### config.mk
export PLATFORM = sky130hd
export DESIGN_NAME = shift_exec_stage_flat
export DESIGN_NICKNAME = d
export VERILOG_FILES = /design/src/rtl/shift_pkg.sv /design/src/rtl/shift_exec_stage_if.sv /design/src/rtl/barrel_shifter.sv /design/src/rtl/shift_exec_stage.sv /design/src/flat_wrapper.sv
export SDC_FILE = /design/constraint.sdc
export NUM_CORES = 1
export LEC_CHECK = 0
export BUFFER_PORTS_ARGS = -buffer_cell sky130_fd_sc_hd__buf_2
export CAP_MARGIN = 30
export CORE_MARGIN = 2
export CORE_UTILIZATION = 55
export DETAILED_ROUTE_END_ITERATION = 6
export PLACE_DENSITY = 0.81
export SYNTH_ARGS = -nofsm -noshare
export SYNTH_HDL_FRONTEND = slang
export SYNTH_HIERARCHICAL = 1
export SYNTH_SLANG_ARGS = --single-unit
### constraint.sdc
create_clock -name clk -period 3 [get_ports clk]
set_input_delay 0.3 -clock clk [delete_from_list [all_inputs] [get_ports clk]]
set_output_delay 0.3 -clock clk [all_outputs]
set_load 0.005 [all_outputs]
### src/rtl/shift_pkg.sv
// Shared constants, control struct and decode helper for the execute-stage shift unit.
package shift_pkg;

  // funct3 encodings for RV32I shift instructions
  localparam logic [2:0] F3_SLL = 3'b001;
  localparam logic [2:0] F3_SR  = 3'b101;

  // funct7 encodings (imm[11:5] for immediate forms)
  localparam logic [6:0] F7_LOGIC = 7'b0000000;
  localparam logic [6:0] F7_ARITH = 7'b0100000;

  // Controls handed to the barrel shifter plus the illegal-encoding flag
  typedef struct packed {
    logic left1_right0;
    logic arith1_logic0;
    logic shift1_rotate0;
    logic illegal;
  } shift_ctrl_t;

  // Canned control words. The illegal word still asks for a plain shift so
  // rotate mode can never be reached from this block.
  localparam shift_ctrl_t CTRL_SLL     = '{left1_right0: 1'b1, arith1_logic0: 1'b0,
                                           shift1_rotate0: 1'b1, illegal: 1'b0};
  localparam shift_ctrl_t CTRL_SRL     = '{left1_right0: 1'b0, arith1_logic0: 1'b0,
                                           shift1_rotate0: 1'b1, illegal: 1'b0};
  localparam shift_ctrl_t CTRL_SRA     = '{left1_right0: 1'b0, arith1_logic0: 1'b1,
                                           shift1_rotate0: 1'b1, illegal: 1'b0};
  localparam shift_ctrl_t CTRL_ILLEGAL = '{left1_right0: 1'b0, arith1_logic0: 1'b0,
                                           shift1_rotate0: 1'b1, illegal: 1'b1};

  // Map funct3/funct7 onto shifter controls; anything unrecognised is illegal
  function automatic shift_ctrl_t decode_shift(input logic [2:0] funct3,
                                               input logic [6:0] funct7);
    shift_ctrl_t ctrl;
    ctrl = CTRL_ILLEGAL;
    case (funct3)
      F3_SLL: begin
        if (funct7 == F7_LOGIC) begin
          ctrl = CTRL_SLL;
        end else begin
          ctrl = CTRL_ILLEGAL;
        end
      end
      F3_SR: begin
        case (funct7)
          F7_LOGIC: ctrl = CTRL_SRL;
          F7_ARITH: ctrl = CTRL_SRA;
          default:  ctrl = CTRL_ILLEGAL;
        endcase
      end
      default: ctrl = CTRL_ILLEGAL;
    endcase
    return ctrl;
  endfunction

endpackage

### src/rtl/shift_exec_stage_if.sv
// Issue-side and writeback-side handshake bundle of the shift execute stage.
interface shift_exec_stage_if #(
  parameter int BitWidth = 32
);
  localparam int AmtWidth = $clog2(BitWidth);

  // issue -> stage
  logic                in_valid;
  logic                in_ready;
  logic [2:0]          in_funct3;
  logic [6:0]          in_funct7;
  logic                in_is_imm;
  logic [BitWidth-1:0] in_rs1;
  logic [BitWidth-1:0] in_rs2;
  logic [AmtWidth-1:0] in_shamt;
  logic [4:0]          in_rd;

  // stage -> writeback
  logic                out_valid;
  logic                out_ready;
  logic [BitWidth-1:0] out_result;
  logic [4:0]          out_rd;
  logic                out_illegal;

  // Environment side: drives ops in and the writeback ready
  modport master (
    output in_valid, in_funct3, in_funct7, in_is_imm, in_rs1, in_rs2, in_shamt, in_rd,
    output out_ready,
    input  in_ready,
    input  out_valid, out_result, out_rd, out_illegal
  );

  // Stage side
  modport slave (
    input  in_valid, in_funct3, in_funct7, in_is_imm, in_rs1, in_rs2, in_shamt, in_rd,
    input  out_ready,
    output in_ready,
    output out_valid, out_result, out_rd, out_illegal
  );

endinterface

### src/rtl/barrel_shifter.sv
// Combinational logarithmic barrel shifter: left/right, logical/arithmetic, shift/rotate.
module barrel_shifter #(
  parameter int BitWidth = 32
) (
  input  logic [BitWidth-1:0]         i_data,
  input  logic [$clog2(BitWidth)-1:0] i_amt,
  input  logic                        i_left1_right0,
  input  logic                        i_arith1_logic0,
  input  logic                        i_shift1_rotate0,
  output logic [BitWidth-1:0]         o_result
);
  localparam int AmtWidth = $clog2(BitWidth);

  logic [BitWidth-1:0] w_acc;

  // One conditional power-of-two step per amount bit
  always_comb begin
    w_acc = i_data;
    for (int k = 0; k < AmtWidth; k++) begin
      if (i_amt[k]) begin
        if (i_left1_right0) begin
          if (i_shift1_rotate0) begin
            w_acc = w_acc << (1 << k);
          end else begin
            w_acc = (w_acc << (1 << k)) | (w_acc >> (BitWidth - (1 << k)));
          end
        end else begin
          if (!i_shift1_rotate0) begin
            w_acc = (w_acc >> (1 << k)) | (w_acc << (BitWidth - (1 << k)));
          end else if (i_arith1_logic0) begin
            w_acc = $unsigned($signed(w_acc) >>> (1 << k));
          end else begin
            w_acc = w_acc >> (1 << k);
          end
        end
      end else begin
        w_acc = w_acc;
      end
    end
  end

  assign o_result = w_acc;

endmodule

### src/rtl/shift_exec_stage.sv
// RV32I execute-stage shift unit: decode in front of S1, barrel shifter between
// S1 and S2, outputs straight from the S2 registers.
module shift_exec_stage
  import shift_pkg::*;
#(
  parameter int BitWidth = 32
) (
  input logic               clk,
  input logic               rst,
  input logic               flush,
  shift_exec_stage_if.slave bus
);
  localparam int AmtWidth = $clog2(BitWidth);

  // Decode / handshake wires
  shift_ctrl_t         w_dec;
  logic [AmtWidth-1:0] w_amt;
  logic                w_s2_advance;
  logic                w_s1_advance;
  logic                w_in_ready;
  logic                w_accept;
  logic [BitWidth-1:0] w_shifted;
  logic [BitWidth-1:0] w_s2_result;

  // Stage 1 registers
  logic                r_s1_valid;
  shift_ctrl_t         r_s1_ctrl;
  logic [AmtWidth-1:0] r_s1_amt;
  logic [BitWidth-1:0] r_s1_rs1;
  logic [4:0]          r_s1_rd;

  // Stage 2 registers (drive the outputs)
  logic                r_s2_valid;
  logic [BitWidth-1:0] r_s2_result;
  logic [4:0]          r_s2_rd;
  logic                r_s2_illegal;

  // Decode the incoming op and pick the architectural mod-BitWidth amount
  always_comb begin
    w_dec = decode_shift(bus.in_funct3, bus.in_funct7);
    if (bus.in_is_imm) begin
      w_amt = bus.in_shamt;
    end else begin
      w_amt = bus.in_rs2[AmtWidth-1:0];
    end
  end

  // S2 moves when empty or drained; S1 moves with S2, or fills when empty
  assign w_s2_advance = !r_s2_valid || bus.out_ready;
  assign w_s1_advance = !r_s1_valid || w_s2_advance;
  assign w_in_ready   = !rst && !flush && w_s1_advance;
  assign w_accept     = bus.in_valid && w_in_ready;

  // Stage 1: capture decoded controls, amount and operands on accept
  always_ff @(posedge clk) begin
    if (rst) begin
      r_s1_valid <= 1'b0;
      r_s1_ctrl  <= '{left1_right0: 1'b0, arith1_logic0: 1'b0,
                      shift1_rotate0: 1'b0, illegal: 1'b0};
      r_s1_amt   <= {AmtWidth{1'b0}};
      r_s1_rs1   <= {BitWidth{1'b0}};
      r_s1_rd    <= 5'd0;
    end else if (flush) begin
      r_s1_valid <= 1'b0;
    end else if (w_s1_advance) begin
      r_s1_valid <= w_accept;
      if (w_accept) begin
        r_s1_ctrl <= w_dec;
        r_s1_amt  <= w_amt;
        r_s1_rs1  <= bus.in_rs1;
        r_s1_rd   <= bus.in_rd;
      end
    end
  end

  barrel_shifter #(
    .BitWidth(BitWidth)
  ) bs (
    .i_data          (r_s1_rs1),
    .i_amt           (r_s1_amt),
    .i_left1_right0  (r_s1_ctrl.left1_right0),
    .i_arith1_logic0 (r_s1_ctrl.arith1_logic0),
    .i_shift1_rotate0(r_s1_ctrl.shift1_rotate0),
    .o_result        (w_shifted)
  );

  // Illegal encodings carry a zero result down the pipe
  always_comb begin
    if (r_s1_ctrl.illegal) begin
      w_s2_result = {BitWidth{1'b0}};
    end else begin
      w_s2_result = w_shifted;
    end
  end

  // Stage 2: capture the shifter output; hold everything while stalled
  always_ff @(posedge clk) begin
    if (rst) begin
      r_s2_valid   <= 1'b0;
      r_s2_result  <= {BitWidth{1'b0}};
      r_s2_rd      <= 5'd0;
      r_s2_illegal <= 1'b0;
    end else if (flush) begin
      r_s2_valid <= 1'b0;
    end else if (w_s2_advance) begin
      r_s2_valid <= r_s1_valid;
      if (r_s1_valid) begin
        r_s2_result  <= w_s2_result;
        r_s2_rd      <= r_s1_rd;
        r_s2_illegal <= r_s1_ctrl.illegal;
      end
    end
  end

  assign bus.in_ready    = w_in_ready;
  assign bus.out_valid   = r_s2_valid;
  assign bus.out_result  = r_s2_result;
  assign bus.out_rd      = r_s2_rd;
  assign bus.out_illegal = r_s2_illegal;

endmodule

### src/flat_wrapper.sv
// flat-port wrapper written by rule: the top's interface ports become plain ports
module shift_exec_stage_flat import shift_pkg::*;
#(
  parameter int BitWidth = 32
)
  (clk, rst, flush, bus_in_valid, bus_in_funct3, bus_in_funct7, bus_in_is_imm, bus_in_rs1, bus_in_rs2, bus_in_shamt, bus_in_rd, bus_out_ready, bus_in_ready, bus_out_valid, bus_out_result, bus_out_rd, bus_out_illegal);
  shift_exec_stage_if #(.BitWidth(BitWidth)) bus_i ();
  input logic clk;
  input logic rst;
  input logic flush;
  input wire logic [$bits(bus_i.in_valid)-1:0] bus_in_valid;
  input wire logic [$bits(bus_i.in_funct3)-1:0] bus_in_funct3;
  input wire logic [$bits(bus_i.in_funct7)-1:0] bus_in_funct7;
  input wire logic [$bits(bus_i.in_is_imm)-1:0] bus_in_is_imm;
  input wire logic [$bits(bus_i.in_rs1)-1:0] bus_in_rs1;
  input wire logic [$bits(bus_i.in_rs2)-1:0] bus_in_rs2;
  input wire logic [$bits(bus_i.in_shamt)-1:0] bus_in_shamt;
  input wire logic [$bits(bus_i.in_rd)-1:0] bus_in_rd;
  input wire logic [$bits(bus_i.out_ready)-1:0] bus_out_ready;
  output wire logic [$bits(bus_i.in_ready)-1:0] bus_in_ready;
  output wire logic [$bits(bus_i.out_valid)-1:0] bus_out_valid;
  output wire logic [$bits(bus_i.out_result)-1:0] bus_out_result;
  output wire logic [$bits(bus_i.out_rd)-1:0] bus_out_rd;
  output wire logic [$bits(bus_i.out_illegal)-1:0] bus_out_illegal;
  assign bus_i.in_valid = bus_in_valid;
  assign bus_i.in_funct3 = bus_in_funct3;
  assign bus_i.in_funct7 = bus_in_funct7;
  assign bus_i.in_is_imm = bus_in_is_imm;
  assign bus_i.in_rs1 = bus_in_rs1;
  assign bus_i.in_rs2 = bus_in_rs2;
  assign bus_i.in_shamt = bus_in_shamt;
  assign bus_i.in_rd = bus_in_rd;
  assign bus_i.out_ready = bus_out_ready;
  assign bus_in_ready = bus_i.in_ready;
  assign bus_out_valid = bus_i.out_valid;
  assign bus_out_result = bus_i.out_result;
  assign bus_out_rd = bus_i.out_rd;
  assign bus_out_illegal = bus_i.out_illegal;
  shift_exec_stage #(.BitWidth(BitWidth)) u_core (.clk(clk), .rst(rst), .flush(flush), .bus(bus_i));
endmodule
# Yosys cells after proc, flatten, opt, wreduce, memory -nomap -nowiden
# Cells that the tools add are included.
# W data, S select, Z words.
# word_totals
in_bits	90
register_bits	86
memories	0
elab_cells	68
rom_bits	0
ram_bits	0
output_inout_bits	40
latch_bits	0
# op_classes
n_reduce_logical	13
n_lt_le_gt_ge	0
muxes	30
n_shift	0
addsub	0
n_eq_ne	3
n_div	0
bitwise_logic	10
multipliers	0
# ops
op	n
$mux W32	26
$or A16 B32 Y32	1
$or A24 B32 Y32	1
$or A28 B32 Y32	1
$or A30 B32 Y32	1
$or A31 B32 Y32	1
$or A32 B1 Y32	1
$or A32 B2 Y32	1
$or A32 B4 Y32	1
$or A32 B8 Y32	1
$pmux W4 S2	1
$eq A7 B6 Y1 const B	1
$logic_not A7 Y1	1
$pmux W3 S2	1
$reduce_and A3 Y1	2
$mux W5	1
$logic_not A1 Y1	4
$mux W4	1
$eq A3 B1 Y1 const B	1
$eq A3 B3 Y1 const B	1
$logic_and A1 B1 Y1	3
$logic_or A1 B1 Y1	2
$reduce_or A2 Y1	1
$not A1 Y1	1

# Longest topological paths before layout
# Gate-level depths: netlist (run 1).
# logic_depth
ltp_word	21
mapped_depth	13
mapped_depth_nobuf	9

# Cells and area by module
# Netlist (run 1), hierarchy kept.
# modules_own_cells
mod	seq_area_each_um2	cells_each	instances	area_each_um2
barrel_shifter	0.0	653	1	4529.3
shift_exec_stage	1721.7	399	1	3505.9

# Worst setup path after synthesis (run 1)
# Ideal clock, no wire load.
# synth_timing
kind	register -> register
startpoint	reg u_core.r_s1_amt[0]
endpoint	reg u_core.r_s2_result[28], in the netlist u_core/bus.out_result[28]
path_stages_with_launch	13
setup_time_ps	70
setup_slack_ps	702
n_path_buf	4
synth_period_minus_slack_ps	2298
arrival_ps	2228
required_ps	2930
path_cell_list	dfxtp_1 buf_6 buf_12 buf_6 buf_6 a311oi_2 a21oi_1 mux4_2 nand2_1 o31ai_1 a221oi_2 nand4b_1 a21oi_1
# synth_via
elab_chain_cells	18
elab_cells_between_ends	29
classes_between	22 x mux; 7 x bitwise
# synth_rtl
item	line	source
from (decl)	shift_exec_stage.sv:28	logic [AmtWidth-1:0] r_s1_amt;
from (signal assigned)	shift_exec_stage.sv:60	r_s1_amt <= {AmtWidth{1'b0}};
from (signal assigned)	shift_exec_stage.sv:69	r_s1_amt <= w_amt;
$mux W32 (*)	barrel_shifter.sv:20	if (i_amt[k]) begin
$or A30 B32 Y32, or another cell as far along	barrel_shifter.sv:29	w_acc = (w_acc >> (1 << k)) | (w_acc << (BitWidth - (1 << k)));
$mux W32, on equally long branches	barrel_shifter.sv:28, barrel_shifter.sv:22	
$mux W32	barrel_shifter.sv:21	if (i_left1_right0) begin
$mux W32 (*)	barrel_shifter.sv:20	
$or A28 B32 Y32, or another cell as far along	barrel_shifter.sv:29	
$mux W32, on equally long branches	barrel_shifter.sv:28, barrel_shifter.sv:22	
$mux W32	barrel_shifter.sv:21	
[... 3 more ...]	--	
$mux W32	barrel_shifter.sv:21	
$mux W32 (*)	barrel_shifter.sv:20	
$or A16 B32 Y32 or $mux W32 (tied branches)	barrel_shifter.sv:25, barrel_shifter.sv:29, barrel_shifter.sv:30	
$mux W32, on equally long branches	barrel_shifter.sv:28, barrel_shifter.sv:22	
$mux W32	barrel_shifter.sv:21	
$mux W32 (*)	barrel_shifter.sv:20	
named net u_core.w_shifted[28]	shift_exec_stage.sv:22	logic [BitWidth-1:0] w_shifted;
$mux W32 (*)	shift_exec_stage.sv:89	if (r_s1_ctrl.illegal) begin
to (signal assigned)	shift_exec_stage.sv:100	r_s2_result <= {BitWidth{1'b0}};
to (signal assigned)	shift_exec_stage.sv:108	r_s2_result <= w_s2_result;
to (decl)	shift_exec_stage.sv:34	logic [BitWidth-1:0] r_s2_result;
# The timed path passes the listed nets; every way through them passes the cells marked *.
# A chain may end at the register's enable or synchronous reset.

# Worst setup path in the final report (run 1)
# layout_timing
startpoint	reg u_core.r_s1_amt[0]
endpoint	reg u_core.r_s2_result[25], in the netlist u_core/bus.out_result[25]
# Same word-level chain as after synthesis.

==> results.md, run 1 <==
Synthesis:
- Counting distinct cell types in the post-synthesis netlist gives 82.
- The number of standard cells after synthesis is 1052.
- For this run, the register share of the synthesized area comes to 0.214.
- The number of nets in the synthesized netlist is 1142.
- The total standard cell area after synthesis is 8040 um^2.
- For this run, the number of Yosys warnings is 6.
- The share of synthesized area in the top cell type comes to 0.214.
- Ranked by instance count, the synthesized netlist is headed by 126 x sky130_fd_sc_hd__a21oi_1, 88 x sky130_fd_sc_hd__mux2i_1, 86 x sky130_fd_sc_hd__dfxtp_1.
- In this run, synthesis inferred 0 flip-flops with an integrated enable.
- By area the synthesized netlist is led by sky130_fd_sc_hd__dfxtp_1 21%, sky130_fd_sc_hd__mux2i_1 11%, sky130_fd_sc_hd__a21oi_1 7.8%.
- Counting flops and latches in the post-synthesis netlist gives 86.
- The cell taking the most area after synthesis is sky130_fd_sc_hd__dfxtp_1.
- The mean instance size in the synthesized netlist is 7.64 um^2.
- The share of flip-flops with an asynchronous set or reset is 0.
- Among all flip-flop cells after synthesis, the most frequent one is sky130_fd_sc_hd__dfxtp_1.
- Among all cell types in the netlist, the one instantiated most often is sky130_fd_sc_hd__a21oi_1.

Floorplan:
- The floorplan die area is 15600 um^2.
- The floorplan step set the die width to 125 um.
- The count of boundary I/O pins is 130.
- The effective utilization at floorplan is 0.557.
- The placeable core region is 14400 um^2.
- From bottom edge to top edge, the die measures 125 um.
- Row generation in the floorplan step produced 44 rows.

Run status:
- The run finished, with violations left.
- The checks that failed: DRC.

Setup path:
- The critical path launch point type is a register.
- The worst register-to-register path ends at u_core/bus.out_result[25].
- The worst flop-to-flop path startpoint is u_core/r_s1_amt[0].
- In this run the worst setup path begins at u_core/r_s1_amt[0].
- The kind of cell with the highest combined delay on the critical path is compound AO/OA/AOI/OAI gates.
- The critical path goes through buf_6, nor2_1, a211oi_1, o2111ai_1, nand3_1, o21a_1, o21ai_1, a211oi_1, nand4b_1, a21oi_1.
- The delay of the slowest cell on the worst path is 0.53 ns.
- The setup check on the worst reg-to-reg path leaves a slack of 0.12 ns.
- The most prevalent standard cell on the critical path is sky130_fd_sc_hd__a211oi_1.
- The cell type of the slowest stage on the worst timing path is sky130_fd_sc_hd__a211oi_1.
- The buffer and inverter count on the worst path is 1.
- The category of the worst setup path capture point is a register.
- Data arrives at the worst endpoint at 3.16 ns.
- The depth of the worst register-to-register path is 10.
- The worst setup path is of the reg2reg kind.
- The endpoint required time on the critical path is 3.28 ns.
- Of all nets on the critical path, the largest fanout is 16.

Timing:
- Setup violations remaining at the end of the flow were counted as 0.
- The number of max-slew violations in the final report is 0.
- The final period demand of the worst path is 2.88 ns.
- The final setup slack of the worst path is 0.117 ns.
- Hold timing on the final database bottoms out at a slack of 0.191 ns.
- The worst slew margin relative to its limit is 0.385.
- The achievable clock frequency is 347 MHz.
- At the pin with the least slew margin, the transition time is 0.922 ns.
- The setup skew after layout is 0.0111 ns.
- The post-route fraction of the period consumed by the critical path is 0.961.
- The total count of hold-check failures in the final report is 0.

Place:
- Buffers placed on the I/O ports in this run total 102.
- The count of placed standard cells including taps is 1325.
- At the end of routability-driven placement, the weighted congestion stood at 1.11.
- Detailed placement finished with a half-perimeter wire length of 21.1 mm.
- At the placement stage, the worst setup path has a slack of 0.0172 ns.

Finish:
- The non-filler instance count after layout is 1344.
- The number of antenna diodes in the final layout is 0.
- The proportion of layout cells with a drive suffix above 1 is 0.242.
- The area growth from synthesis to layout is 15.4%.
- At the end of the flow, the number of nets in the layout was 1245.

Clocking:
- TritonCTS built the clock tree.
- The clock passes through at most 2 buffers.
- The CTS sink count is 86.
- The cell chosen for the clock root is sky130_fd_sc_hd__clkbuf_16.
- After clock tree synthesis, the clock-pin slew on the worst setup and hold paths is 0.07 ns.
- The number of H-tree levels is 3.
- In this run, CTS created clock tree buffers numbering 9.
- For the worst-skew pair, the clock arrives at the later sink with an insertion delay of 0.35 ns.

Global route:
- The via count of the first global-routing pass is 8521.
- For this run, the total global-route usage over all layers was measured as 0.353.
- The sum of overflow across all layers after global routing is 0.
- The initial antenna violation count is 0.
- The first-pass GRT wire length is 45.1 mm.
- Entering global routing, the biggest net connects 52 pins.

Drt:
- The routed wirelength normalized by instance count is 21.1 um.
- The iteration-0 DRC count of the detailed router is 1361.
- The via count is 9306.
- The total detailed-routing wirelength is 28.3 mm.
- For this run, the detailed router's first-pass iteration total came to 7.
- The remaining antenna violation count is 0.
- In the routed design, unresolved DRC markers number 7.
- After detailed routing, the number of vias per cell comes to 6.92.

Worst hold path:
- The worst hold path was traced through 3 stages.
- The worst hold path terminates at u_core/r_s1_rs1[31].
- The class of the tightest hold or removal check is in2reg.
- The worst hold path begins at bus_in_rs1[31].

Pwr:
- The worst voltage drop across the vdd grid is 0.367 mV.
- For this design the static power due to leakage is 0.00304 uW.
- In this run the power density over the cells is 348 nW/um^2.

Flow run:
- The tool flagged a number of max-cap violations equal to 0.
==> worst max path at each step <==
stage | to | depth (start not counted)
after floorplan | u_core/bus.out_result[28] | 12
after global placement | u_core/bus.out_result[29] | 11
after detailed placement | u_core/bus.out_result[29] | 11
after CTS | u_core/bus.out_result[29] | 11
after global routing | u_core/bus.out_result[1] | 11
final | u_core/bus.out_result[25] | 10
==> cells in the final DEF (no fill, tap or decap), types with 4 or more instances in the layout <==
master / netlist / layout
sky130_fd_sc_hd__a21oi_1: 126 / 126
sky130_fd_sc_hd__nor2_1: 74 / 74
sky130_fd_sc_hd__clkbuf_16: 0 / 9
sky130_fd_sc_hd__nor3_1: 40 / 39
sky130_fd_sc_hd__buf_4: 5 / 98
sky130_fd_sc_hd__nand4b_1: 32 / 32
sky130_fd_sc_hd__a221oi_1: 6 / 6
sky130_fd_sc_hd__or3_1: 4 / 4
sky130_fd_sc_hd__o21ai_0: 77 / 76
sky130_fd_sc_hd__nand3_1: 55 / 55
sky130_fd_sc_hd__mux2_2: 9 / 9
sky130_fd_sc_hd__nand3b_1: 4 / 4
sky130_fd_sc_hd__nor4_1: 5 / 5
sky130_fd_sc_hd__nand2b_1: 12 / 12
sky130_fd_sc_hd__a211oi_1: 38 / 38
sky130_fd_sc_hd__and2_1: 5 / 5
sky130_fd_sc_hd__nand2_1: 43 / 43
sky130_fd_sc_hd__mux4_2: 5 / 5
sky130_fd_sc_hd__o221ai_1: 10 / 9
sky130_fd_sc_hd__o211ai_1: 6 / 6
sky130_fd_sc_hd__o21a_1: 8 / 8
sky130_fd_sc_hd__dfxtp_1: 86 / 82
sky130_fd_sc_hd__a31oi_1: 6 / 6
sky130_fd_sc_hd__o31ai_1: 9 / 9
sky130_fd_sc_hd__mux2i_1: 88 / 88
sky130_fd_sc_hd__o2bb2ai_1: 4 / 4
sky130_fd_sc_hd__nor2b_1: 6 / 5
sky130_fd_sc_hd__buf_2: 30 / 102
sky130_fd_sc_hd__inv_1: 11 / 11
sky130_fd_sc_hd__a211oi_2: 14 / 14
sky130_fd_sc_hd__o32ai_1: 6 / 6
sky130_fd_sc_hd__o22ai_1: 44 / 43
sky130_fd_sc_hd__o21ai_1: 34 / 35
==> state kept, by name (all words and copies together) (netlist names), 4 cells and up <==
| register | cells |
|---|---|
| u_core/bus.out_result | 32 |
| u_core/r_s1_rs1 | 32 |
| u_core/bus.out_rd | 5 |
| u_core/r_s1_amt | 5 |
| u_core/r_s1_rd | 5 |
| u_core/r_s1_ctrl | 4 |
==> final cells by class <==
class / count / area [um^2]
multi-input cells: 841 / 5640
inverters: 12 / 45.0
clock inverters: 7 / 76.3
clock buffers: 9 / 225
flip-flops and latches: 86 / 1730
fillers: 1259 / 5150
well taps: 184 / 230
repair buffers: 205 / 1320
==> logic make-up (layout without fill, tap and decap cells) <==
kind of cell    count (synthesis)  in the layout  synth area share
compound gates                444            444             0.365
buf+inv                       125            233            0.0861
flops                          86             86             0.214
mux                           104            104             0.140
simple gates                  293            293             0.194
==> worst reg2reg max path: stages, from the launching register on <==
cell and delay, ns:
sky130_fd_sc_hd__dfxtp_4 0.52, sky130_fd_sc_hd__buf_6 0.23, sky130_fd_sc_hd__nor2_1 0.07, sky130_fd_sc_hd__a211oi_1 0.53
sky130_fd_sc_hd__o2111ai_1 0.30, sky130_fd_sc_hd__nand3_1 0.16, sky130_fd_sc_hd__o21a_1 0.12, sky130_fd_sc_hd__o21ai_1 0.17
sky130_fd_sc_hd__a211oi_1 0.38, sky130_fd_sc_hd__nand4b_1 0.17, sky130_fd_sc_hd__a21oi_1 0.16
==> report_power, final <==
group          internal, uW  leakage [uW]  switching [uW]
sequential             1170      0.000699            53.6
clock                   589      0.000150             518
combinational           366       0.00219             531
total                  2120       0.00304            1100
==> per-stage QoR <==
step	util	total power, uW	area, um^2	setup TNS, ns
after floorplan	-	1810	8040	0
after global placement	0.619	2090	8930	0
after detailed placement	0.619	2100	8930	0
after CTS	0.640	3200	9230	0
after global routing	0.643	3350	9270	-0.00470
final	0.643	3230	9270	0
==> layer usage <==
layer,GRT usage,vias up,share of wire
met5,0,-,0
met4,0.146,0,0.045
met3,0.0752,106,0.11
met2,0.549,598,0.44
met1,0.475,4322,0.41
li1,-,4280,-
==> timing repair <==
item,CTS,global route
setup endpoints to repair,0,19
hold endpoints to repair,0,0
buffers inserted,0,3
gates resized for setup,0,5
hold buffers,0,0
Note: power is estimated with default switching activity, not from simulation.
==> inputs of run 2 (changes only) <==
--- a/config.mk
+++ b/config.mk
@@ -6,4 +6,5 @@
 export NUM_CORES = 1
 export LEC_CHECK = 0
+export ABC_AREA = 1
 export BUFFER_PORTS_ARGS = -buffer_cell sky130_fd_sc_hd__buf_2
 export CAP_MARGIN = 30
@@ -11,5 +12,5 @@
 export CORE_UTILIZATION = 55
 export DETAILED_ROUTE_END_ITERATION = 6
-export PLACE_DENSITY = 0.81
+export PLACE_DENSITY = 0.82
 export SYNTH_ARGS = -nofsm -noshare
 export SYNTH_HDL_FRONTEND = slang
==> constraint.sdc (replaced) <==
create_clock -name clk -period 3 [get_ports clk]
set_input_delay 0.45 -clock clk [delete_from_list [all_inputs] [get_ports clk]]
set_output_delay 0.45 -clock clk [all_outputs]
set_load 0.005 [all_outputs]
==> run 2 against run 1 <==
The run now ends clean. Worst setup slack better by 0.12 ns. Non-clock buffer count fell by 81. Utilization decreased by 2.4 points. Register-to-register slack improved by 0.12 ns. Critical endpoint is now u_core/bus.out_result[1]. Largest power group is now clock. Highest routed layer unchanged.
==> results.md, run 2 <==
Clocking:
- The number of buffers inserted for hold repair after clock tree synthesis is 0.
- The clock edge transition at the registers on the reported setup and hold paths is 0.07 ns.
- The longest clock path from root to sink contains 2 buffers.
- The CTS sink count is 86.
- The number of H-tree levels is 3.
- The number of setup buffers added after CTS is 0.
- TritonCTS created 9 clock buffers.
- The clock insertion delay at the later pin of the skew report is 0.36 ns.
- The number of instances resized during post-cts repair is 0.
- The cell chosen for the clock root is sky130_fd_sc_hd__clkbuf_16.
- The TritonCTS clock tree is done.

Synthesis:
- The total standard cell area after synthesis is 7030 um^2.
- After synthesis, the most frequently instantiated cells are 375 x sky130_fd_sc_hd__nand2_1, 160 x sky130_fd_sc_hd__nand3_1, 126 x sky130_fd_sc_hd__nor2_1.
- The number of standard cells after synthesis is 1204.
- The post-synthesis adder-cell area fraction is 0.
- The post-synthesis cell type count is 41.
- Among all flip-flop cells after synthesis, the most frequent one is sky130_fd_sc_hd__dfxtp_1.
- In this run the mean area of a mapped cell was 5.84 um^2.
- The post-synthesis compound-gate area fraction is 0.185.
- The total of warnings raised by yosys is 6.
- The synthesized design spends more area on one cell type than any other, namely sky130_fd_sc_hd__dfxtp_1.
- Of the total synthesized cell area, the portion taken by AND, OR, NAND and NOR gates is 0.455.
- Of the total synthesized cell area, the portion taken by XOR and XNOR cells is 0.
- For this run, asynchronously set or reset flops after synthesis account for 0.
- In the post-synthesis netlist, the biggest area contributors are sky130_fd_sc_hd__dfxtp_1 24%, sky130_fd_sc_hd__nand2_1 20%, sky130_fd_sc_hd__nand3_1 11%.
- The share of synthesized area in the top cell type comes to 0.245.
- The number of nets produced by synthesis is 1294.
- The total of flip-flops plus latches after synthesis is 86.
- In this run, synthesis inferred 0 flip-flops with an integrated enable.
- The sequential area share after synthesis is 0.245.
- Measured against the total synthesized area, the mux share comes to 0.00712.
- After synthesis, the largest family of logic cells by area is simple AND/OR/NAND/NOR gates.
- The most common cell in the synthesized netlist is sky130_fd_sc_hd__nand2_1.

Global route:
- The via count of the first global-routing pass is 6890.
- The maximum number of pins on one net before global-route repair is 81.
- The overall track demand over capacity in global routing is 0.299.
- For this run the aggregate overflow at the end of global routing stands at 0.
- The first global-routing pass estimated 32.7 mm of wire.
- The initial antenna violation count is 0.

Timing:
- Setup repair after global routing left no endpoint under its margin.
- The slew at the pin closest to its max-slew limit is 0.815 ns.
- The routed design could run at a clock period as short as 2.76 ns.
- The number of max-slew violations in the final report is 0.
- The post-route setup TNS is 0 ns.
- The setup skew after layout is 0.0103 ns.
- Setup violations remaining at the end of the flow were counted as 0.
- Once routing completed, OpenROAD measured the worst setup slack at 0.239 ns.
- The post-route fraction of the period consumed by the critical path is 0.920.
- Hold timing on the final database bottoms out at a slack of 0.315 ns.
- The total count of hold-check failures in the final report is 0.
- Derived from the worst setup path, the maximum achievable clock frequency is 362 MHz.
- Measured against its own limit, the worst slew margin works out to 0.456.

Run status:
- The flow ran to the end, and the final reports show no timing, DRC or antenna violations.

Pwr:
- The power consumption is 3450 uW.
- The power density over the cells is 443 nW/um^2.
- The worst voltage drop across the vdd grid is 0.467 mV.
- For this design the static power due to leakage is 0.00370 uW.

Place:
- The wire-length estimate of the detail-placed layout is 14.0 mm.
- The final estimated routing congestion in global placement is 0.966.
- Timing analysis after detailed placement gives a worst setup slack of 0.294 ns.
- The total of buffers placed on input and output ports is 102.

Floorplan:
- The standard-cell row count is 41.
- The floorplan step set the die width to 117 um.
- The core region is 12600 um^2.
- The height of the die is 117 um.
- The effective utilization at floorplan is 0.560.
- The die covers 13700 um^2.
- For this design the top-level I/O count stands at 130.

Finish:
- Leaving out fill and tap cells, the most frequent cell in the layout is sky130_fd_sc_hd__nand2_1.
- In the layout the commonest cells are 375 x sky130_fd_sc_hd__nand2_1, 160 x sky130_fd_sc_hd__nand3_1, 126 x sky130_fd_sc_hd__nor2_1.
- The total number of nets in the final design is 1342.
- The repair_antennas step left the layout with diodes totalling 0.
- Compared with the post-synthesis result, the final layout area differs by 10.7%.
- Measured on the finished design, the core utilization comes to 0.619.
- The proportion of layout cells with a drive suffix above 1 is 0.173.

Setup path:
- The biggest fanout along the worst timing path is 52.
- Data on the critical path is required at its endpoint by 3.22 ns.
- The data arrival time of the critical path is 2.98 ns.
- STA classifies the critical path startpoint as a register.
- Across all register-to-register paths, the minimum setup slack is 0.24 ns.
- The critical path is of the reg2reg type.
- The category of the worst setup path capture point is a register.
- The depth of the worst register-to-register path is 18.

Drt:
- The first detailed-routing pass ran for 5 iterations.
- The via count is 7914.
- The detailed router put a total of 8.89 mm of wire on met1.
- The detailed router finished its first iteration with 929 violations.
- The total detailed-routing wirelength is 19.7 mm.
- The highest layer used for signal routing is met4.
- Dividing the detail-routed wire length by the instance count gives 13.8 um.
- The sum of met3 wire segment lengths after detailed routing is 1.15 mm.
- The remaining design rule violation count is 0.
- The length of routed met2 wiring is 9.13 mm.
- The remaining antenna violation count is 0.
- The post-detailed-route via-to-cell ratio is 5.54.

Worst hold path:
- Counting instances, the worst hold path has a depth of 3.
- The path class of the tightest hold or removal check is in2reg.

Flow run:
- The count of max-cap constraint violations is 0.
run 2: cell count changes in the layout (fill, tap and decap cells not counted), moves of 31 or more:
cell and change:
sky130_fd_sc_hd__inv_1 +45, sky130_fd_sc_hd__nand2_1 +332, sky130_fd_sc_hd__buf_4 -79, sky130_fd_sc_hd__nand4b_1 -32, sky130_fd_sc_hd__a22oi_1 +31, sky130_fd_sc_hd__a21oi_1 -69, sky130_fd_sc_hd__nor3_1 -38, sky130_fd_sc_hd__nand3_1 +105
sky130_fd_sc_hd__nor2_1 +52, sky130_fd_sc_hd__a211oi_1 -38, sky130_fd_sc_hd__mux2i_1 -83, sky130_fd_sc_hd__o22ai_1 -42
run 2: path summary, 6_finish.rpt:
| kind | from | end |
|---|---|---|
| worst max-delay path | u_core/r_s1_ctrl[3] | u_core/bus.out_result[1] |
| worst min-delay path | bus_in_rs1[12] | u_core/r_s1_rs1[12] |
| worst max register to register | u_core/r_s1_ctrl[3] | u_core/bus.out_result[1] |
| worst min register to register | u_core/r_s1_ctrl[0] | u_core/r_s1_ctrl[0] |
run 2: per-stage QoR:
stage	std cells	instance area, um^2
2_1_floorplan	1204	7030
3_3_place_gp	1413	7440
3_5_place_dp	1413	7440
4_1_cts	1429	7770
5_1_grt	1429	7780
6_report	1429	7780
run 2: kinds of logic after synthesis:
group,after synthesis
buffers and inverters,151
AO/OA/AOI/OAI,224
multiplexers,5
AND/OR/NAND/NOR,738
flip-flops,86
run 2: routing by layer:
metal | vias to the layer above | GRT usage
met3 | 37 | 0.0597
met5 | - | 0
met4 | 0 | 0.109
met2 | 236 | 0.472
met1 | 3606 | 0.406
li1 | 4035 | -
run 2: final cells by class:
class,count,area [um^2]
flip-flops and latches,86,1730
fillers,1239,4780
multi-input cells,967,4560
clock inverters,6,95.1
well taps,172,215
repair buffers,124,713
clock buffers,10,229
inverters,64,241
run 2: worst max-delay path, cell delays in order (launching register included):
cell and delay (ns):
sky130_fd_sc_hd__dfxtp_4 0.37, sky130_fd_sc_hd__clkinv_2 0.17, sky130_fd_sc_hd__buf_12 0.24, sky130_fd_sc_hd__nand2_1 0.08, sky130_fd_sc_hd__nand3_1 0.06, sky130_fd_sc_hd__o21ai_1 0.16, sky130_fd_sc_hd__nand2_1 0.08, sky130_fd_sc_hd__o21ai_1 0.16
sky130_fd_sc_hd__nand2_1 0.11, sky130_fd_sc_hd__o21ai_0 0.15, sky130_fd_sc_hd__nand2_1 0.08, sky130_fd_sc_hd__nand2_1 0.07, sky130_fd_sc_hd__nand2_1 0.06, sky130_fd_sc_hd__nand2_1 0.14, sky130_fd_sc_hd__inv_1 0.08, sky130_fd_sc_hd__o211ai_1 0.17
sky130_fd_sc_hd__o21ai_0 0.17, sky130_fd_sc_hd__a22oi_1 0.22, sky130_fd_sc_hd__nor2_1 0.07
run 2: power breakdown:
part           internal [uW]  total [uW]  switching (uW)  leakage, uW
clock                    738        1230             493     0.000151
sequential              1190        1220            37.1     0.000701
combinational            350         997             647      0.00285
==> inputs of run 3 (changes only) <==
- ABC_AREA: 1 -> 0
- PLACE_DENSITY: 0.82 -> 0.81
- SETUP_SLACK_MARGIN: unset -> 0.05
==> run 3 against run 2 <==
The flow now finishes with violations (DRC). Combinational power decreased by 9.3%. First-iteration DRC count increased by 44%. Register-to-register slack got worse by 0.17 ns. Cell count decreased by 6.6%. Routed wire length increased by 47%. Die area increased by 14%. Clock skew decreased by 0.0020 ns. Worst setup slack got worse by 0.17 ns. Non-clock buffer count increased by 72. Clock-buffer cell count decreased by 1. Sequential power about the same. Critical path type unchanged.
==> results.md, run 3 (synthesis results as in run 1) <==
Run status:
- The run finished, with violations left.
- The final reports fail on DRC.

Drt:
- The post-detailed-route via-to-cell ratio is 6.94.
- After detailed routing, the number of remaining DRC violations is 6.
- The iteration-0 DRC count of the detailed router is 1342.
- The total detailed-routing wirelength is 29.0 mm.
- The routed wirelength normalized by instance count is 21.7 um.
- The count of nets left with antenna violations once routing finished came out at 0.
- For this block, the via count after detailed routing is 9261.
- The first-pass iteration count of the detailed router is 7.

Setup path:
- On the worst path, the slowest cell contributes a delay of 0.53 ns.
- For the worst setup path, the data required time is 3.28 ns.
- STA classifies the critical path endpoint as a register.
- The largest individual stage delay along the critical path comes from the cell sky130_fd_sc_hd__dfxtp_4.
- The data arrival time of the critical path is 3.21 ns.
- The worst setup path is launched from a register.
- By instance count, the cell type seen most on the critical path is sky130_fd_sc_hd__a211oi_1.
- Traced cell by cell, the critical path runs through buf_4, mux2i_1, o32ai_2, o21ai_1, a21o_1, a2bb2oi_1, a211oi_1, a211oi_1, nand4b_1, a21oi_1.
- The worst setup path is of the reg2reg kind.
- The biggest fanout along the worst timing path is 16.

Pwr:
- The static leakage power is 0.00302 uW.
- Dividing total power by cell area gives a power density of 349 nW/um^2.
- The worst voltage drop across the vdd grid is 0.361 mV.
- Summing internal, switching and leakage power gives 3240 uW.

Clocking:
- The maximum buffer depth of the clock tree is 2.
- Counting the buffers created by CTS gives 9.
- The cell chosen for the clock root is sky130_fd_sc_hd__clkbuf_16.
- The number of buffers inserted for hold repair after clock tree synthesis is 0.
- Clock latency on the worst-skew pair, taken at its later pin, is 0.35 ns.
- The clock net in this run drives a total of 86 sinks.
- TritonCTS built the clock tree.
- CTS built an H-tree with a depth of 3.
- The clock edge transition at the registers on the reported setup and hold paths is 0.07 ns.

Finish:
- In the layout the commonest cells are 126 x sky130_fd_sc_hd__a21oi_1, 102 x sky130_fd_sc_hd__buf_2, 88 x sky130_fd_sc_hd__mux2i_1.
- Counting the fill cells in the layout gives 1308.
- The area growth from synthesis to layout is 15.4%.
- The number of antenna diodes in the final layout is 0.
- The sequential cells in the finished layout cover a total of 1730 um^2.
- The library cell used most frequently in the layout, excluding fill and tap cells, is sky130_fd_sc_hd__a21oi_1.
- The area of the multi-input gates is 5660 um^2.
- In the final layout, the share of cells above drive strength 1 is 0.236.
- The net count of the finished layout is 1236.

Floorplan:
- In this run the core area contains 44 standard-cell rows.
- The floorplan step set the die height to 125 um.
- The die covers 15600 um^2.
- The die width is 125 um.
- The placeable core region is 14400 um^2.
- The effective utilization at floorplan is 0.557.
- The count of boundary I/O pins is 130.

Place:
- The placed wire-length estimate is 21.5 mm.
- The total of buffers placed on input and output ports is 102.
- The final estimated routing congestion in global placement is 1.08.

Timing:
- Between clock sinks in the finished design, the worst skew comes to 0.00827 ns.
- Setup violations remaining at the end of the flow were counted as 0.
- At the pin with the least slew margin, the transition time is 0.829 ns.
- Setup repair after global routing could not meet its margin everywhere.
- The tightest hold margin is 0.344 ns.
- Timing would allow up to 342 MHz.
- The total count of hold-check failures in the final report is 0.
- The smallest clock period supported by the final layout is computed as 2.93 ns.
- The number of max-slew violations in the final report is 0.
- The post-route setup TNS is 0 ns.
- The post-route fraction of the period consumed by the critical path is 0.975.
- Measured against its own limit, the worst slew margin works out to 0.446.

Global route:
- The first-pass GRT wire length is 45.8 mm.
- The via count of the first global-routing pass came to 8453.
- The sum of overflow across all layers after global routing is 0.
- The overall track demand over capacity in global routing is 0.359.
- The maximum number of pins on one net before global-route repair is 55.
- The initial antenna violation count is 0.

Flow run:
- Across the run, the number of max-cap violations was 0.

Worst hold path:
- The class of the tightest hold or removal check is in2reg.
## run 3: cell types whose count changed in the layout (fill, tap and decap cells not counted), moves of 23 or more
cell and change:
sky130_fd_sc_hd__nand2_1 -332, sky130_fd_sc_hd__nand3_1 -105, sky130_fd_sc_hd__mux2i_1 +83, sky130_fd_sc_hd__a21oi_1 +69
sky130_fd_sc_hd__buf_4 +67, sky130_fd_sc_hd__nor2_1 -52, sky130_fd_sc_hd__inv_1 -45, sky130_fd_sc_hd__o22ai_1 +42
sky130_fd_sc_hd__nor3_1 +39, sky130_fd_sc_hd__a211oi_1 +37, sky130_fd_sc_hd__nand4b_1 +32, sky130_fd_sc_hd__a22oi_1 -31
sky130_fd_sc_hd__nand2_2 -26, sky130_fd_sc_hd__o21ai_1 +23
## run 3: worst max-delay path: cells and delay by family (launching register included)
| kind | cells | cell delay, ns |
|---|---|---|
| AOI/OAI and AO/OA | 7 | 1.79 |
| DFF | 1 | 0.53 |
| buffers and inverters | 1 | 0.25 |
| and+or+nand+nor | 1 | 0.16 |
| muxes | 1 | 0.12 |
## run 3: per-layer routing
layer	GRT usage	wire length [um]	vias up
met5	0	0	-
met2	0.553	12800	557
li1	-	-	4262
met4	0.152	1110	0
met3	0.0670	3050	81
met1	0.494	12000	4361
## run 3: worst paths after layout
| path | cells past startpoint | start | slack, ns | end |
|---|---|---|---|---|
| hold / removal | 3 | bus_in_rd[0] | 0.34 | u_core/r_s1_rd[0] |
| setup reg to reg | 10 | u_core/r_s1_amt[0] | 0.07 | u_core/bus.out_result[25] |
| hold reg to reg | 2 | u_core/bus.out_result[26] | 0.47 | u_core/bus.out_result[26] |
| setup / recovery | 10 | u_core/r_s1_amt[0] | 0.07 | u_core/bus.out_result[25] |
## run 3: final cells by class
class	instances	share of cell area
multi-input cells	841	0.610
repair buffers	196	0.141
clock buffers	9	0.0243
clock inverters	7	0.00796
flip-flops and latches	86	0.187
well taps	184	0.0248
inverters	12	0.00486
## run 3: power by group
part / leakage, uW / internal [uW] / switching (uW) / total, uW
logic: 0.00217 / 375 / 528 / 904
registers: 0.000699 / 1170 / 59.6 / 1230
clock network: 0.000147 / 588 / 519 / 1110
## run 3: through the flow
| stage | std cells | utilization | setup slack [ns] | instance area [um^2] |
|---|---|---|---|---|
| after global placement | 1318 | 0.619 | 0.141 | 8930 |
| after floorplan | 1052 | - | 0.702 | 8040 |
| final | 1335 | 0.643 | 0.0737 | 9280 |
| after CTS | 1334 | 0.640 | 0.0882 | 9230 |
| after detailed placement | 1318 | 0.619 | 0.0980 | 8930 |
| after global routing | 1335 | 0.643 | 0.00858 | 9280 |
## run 3: timing repair
action                     4_1_cts  5_1_grt
resized for setup                0        9
setup endpoints to repair        0       20
buffers inserted                 0        1
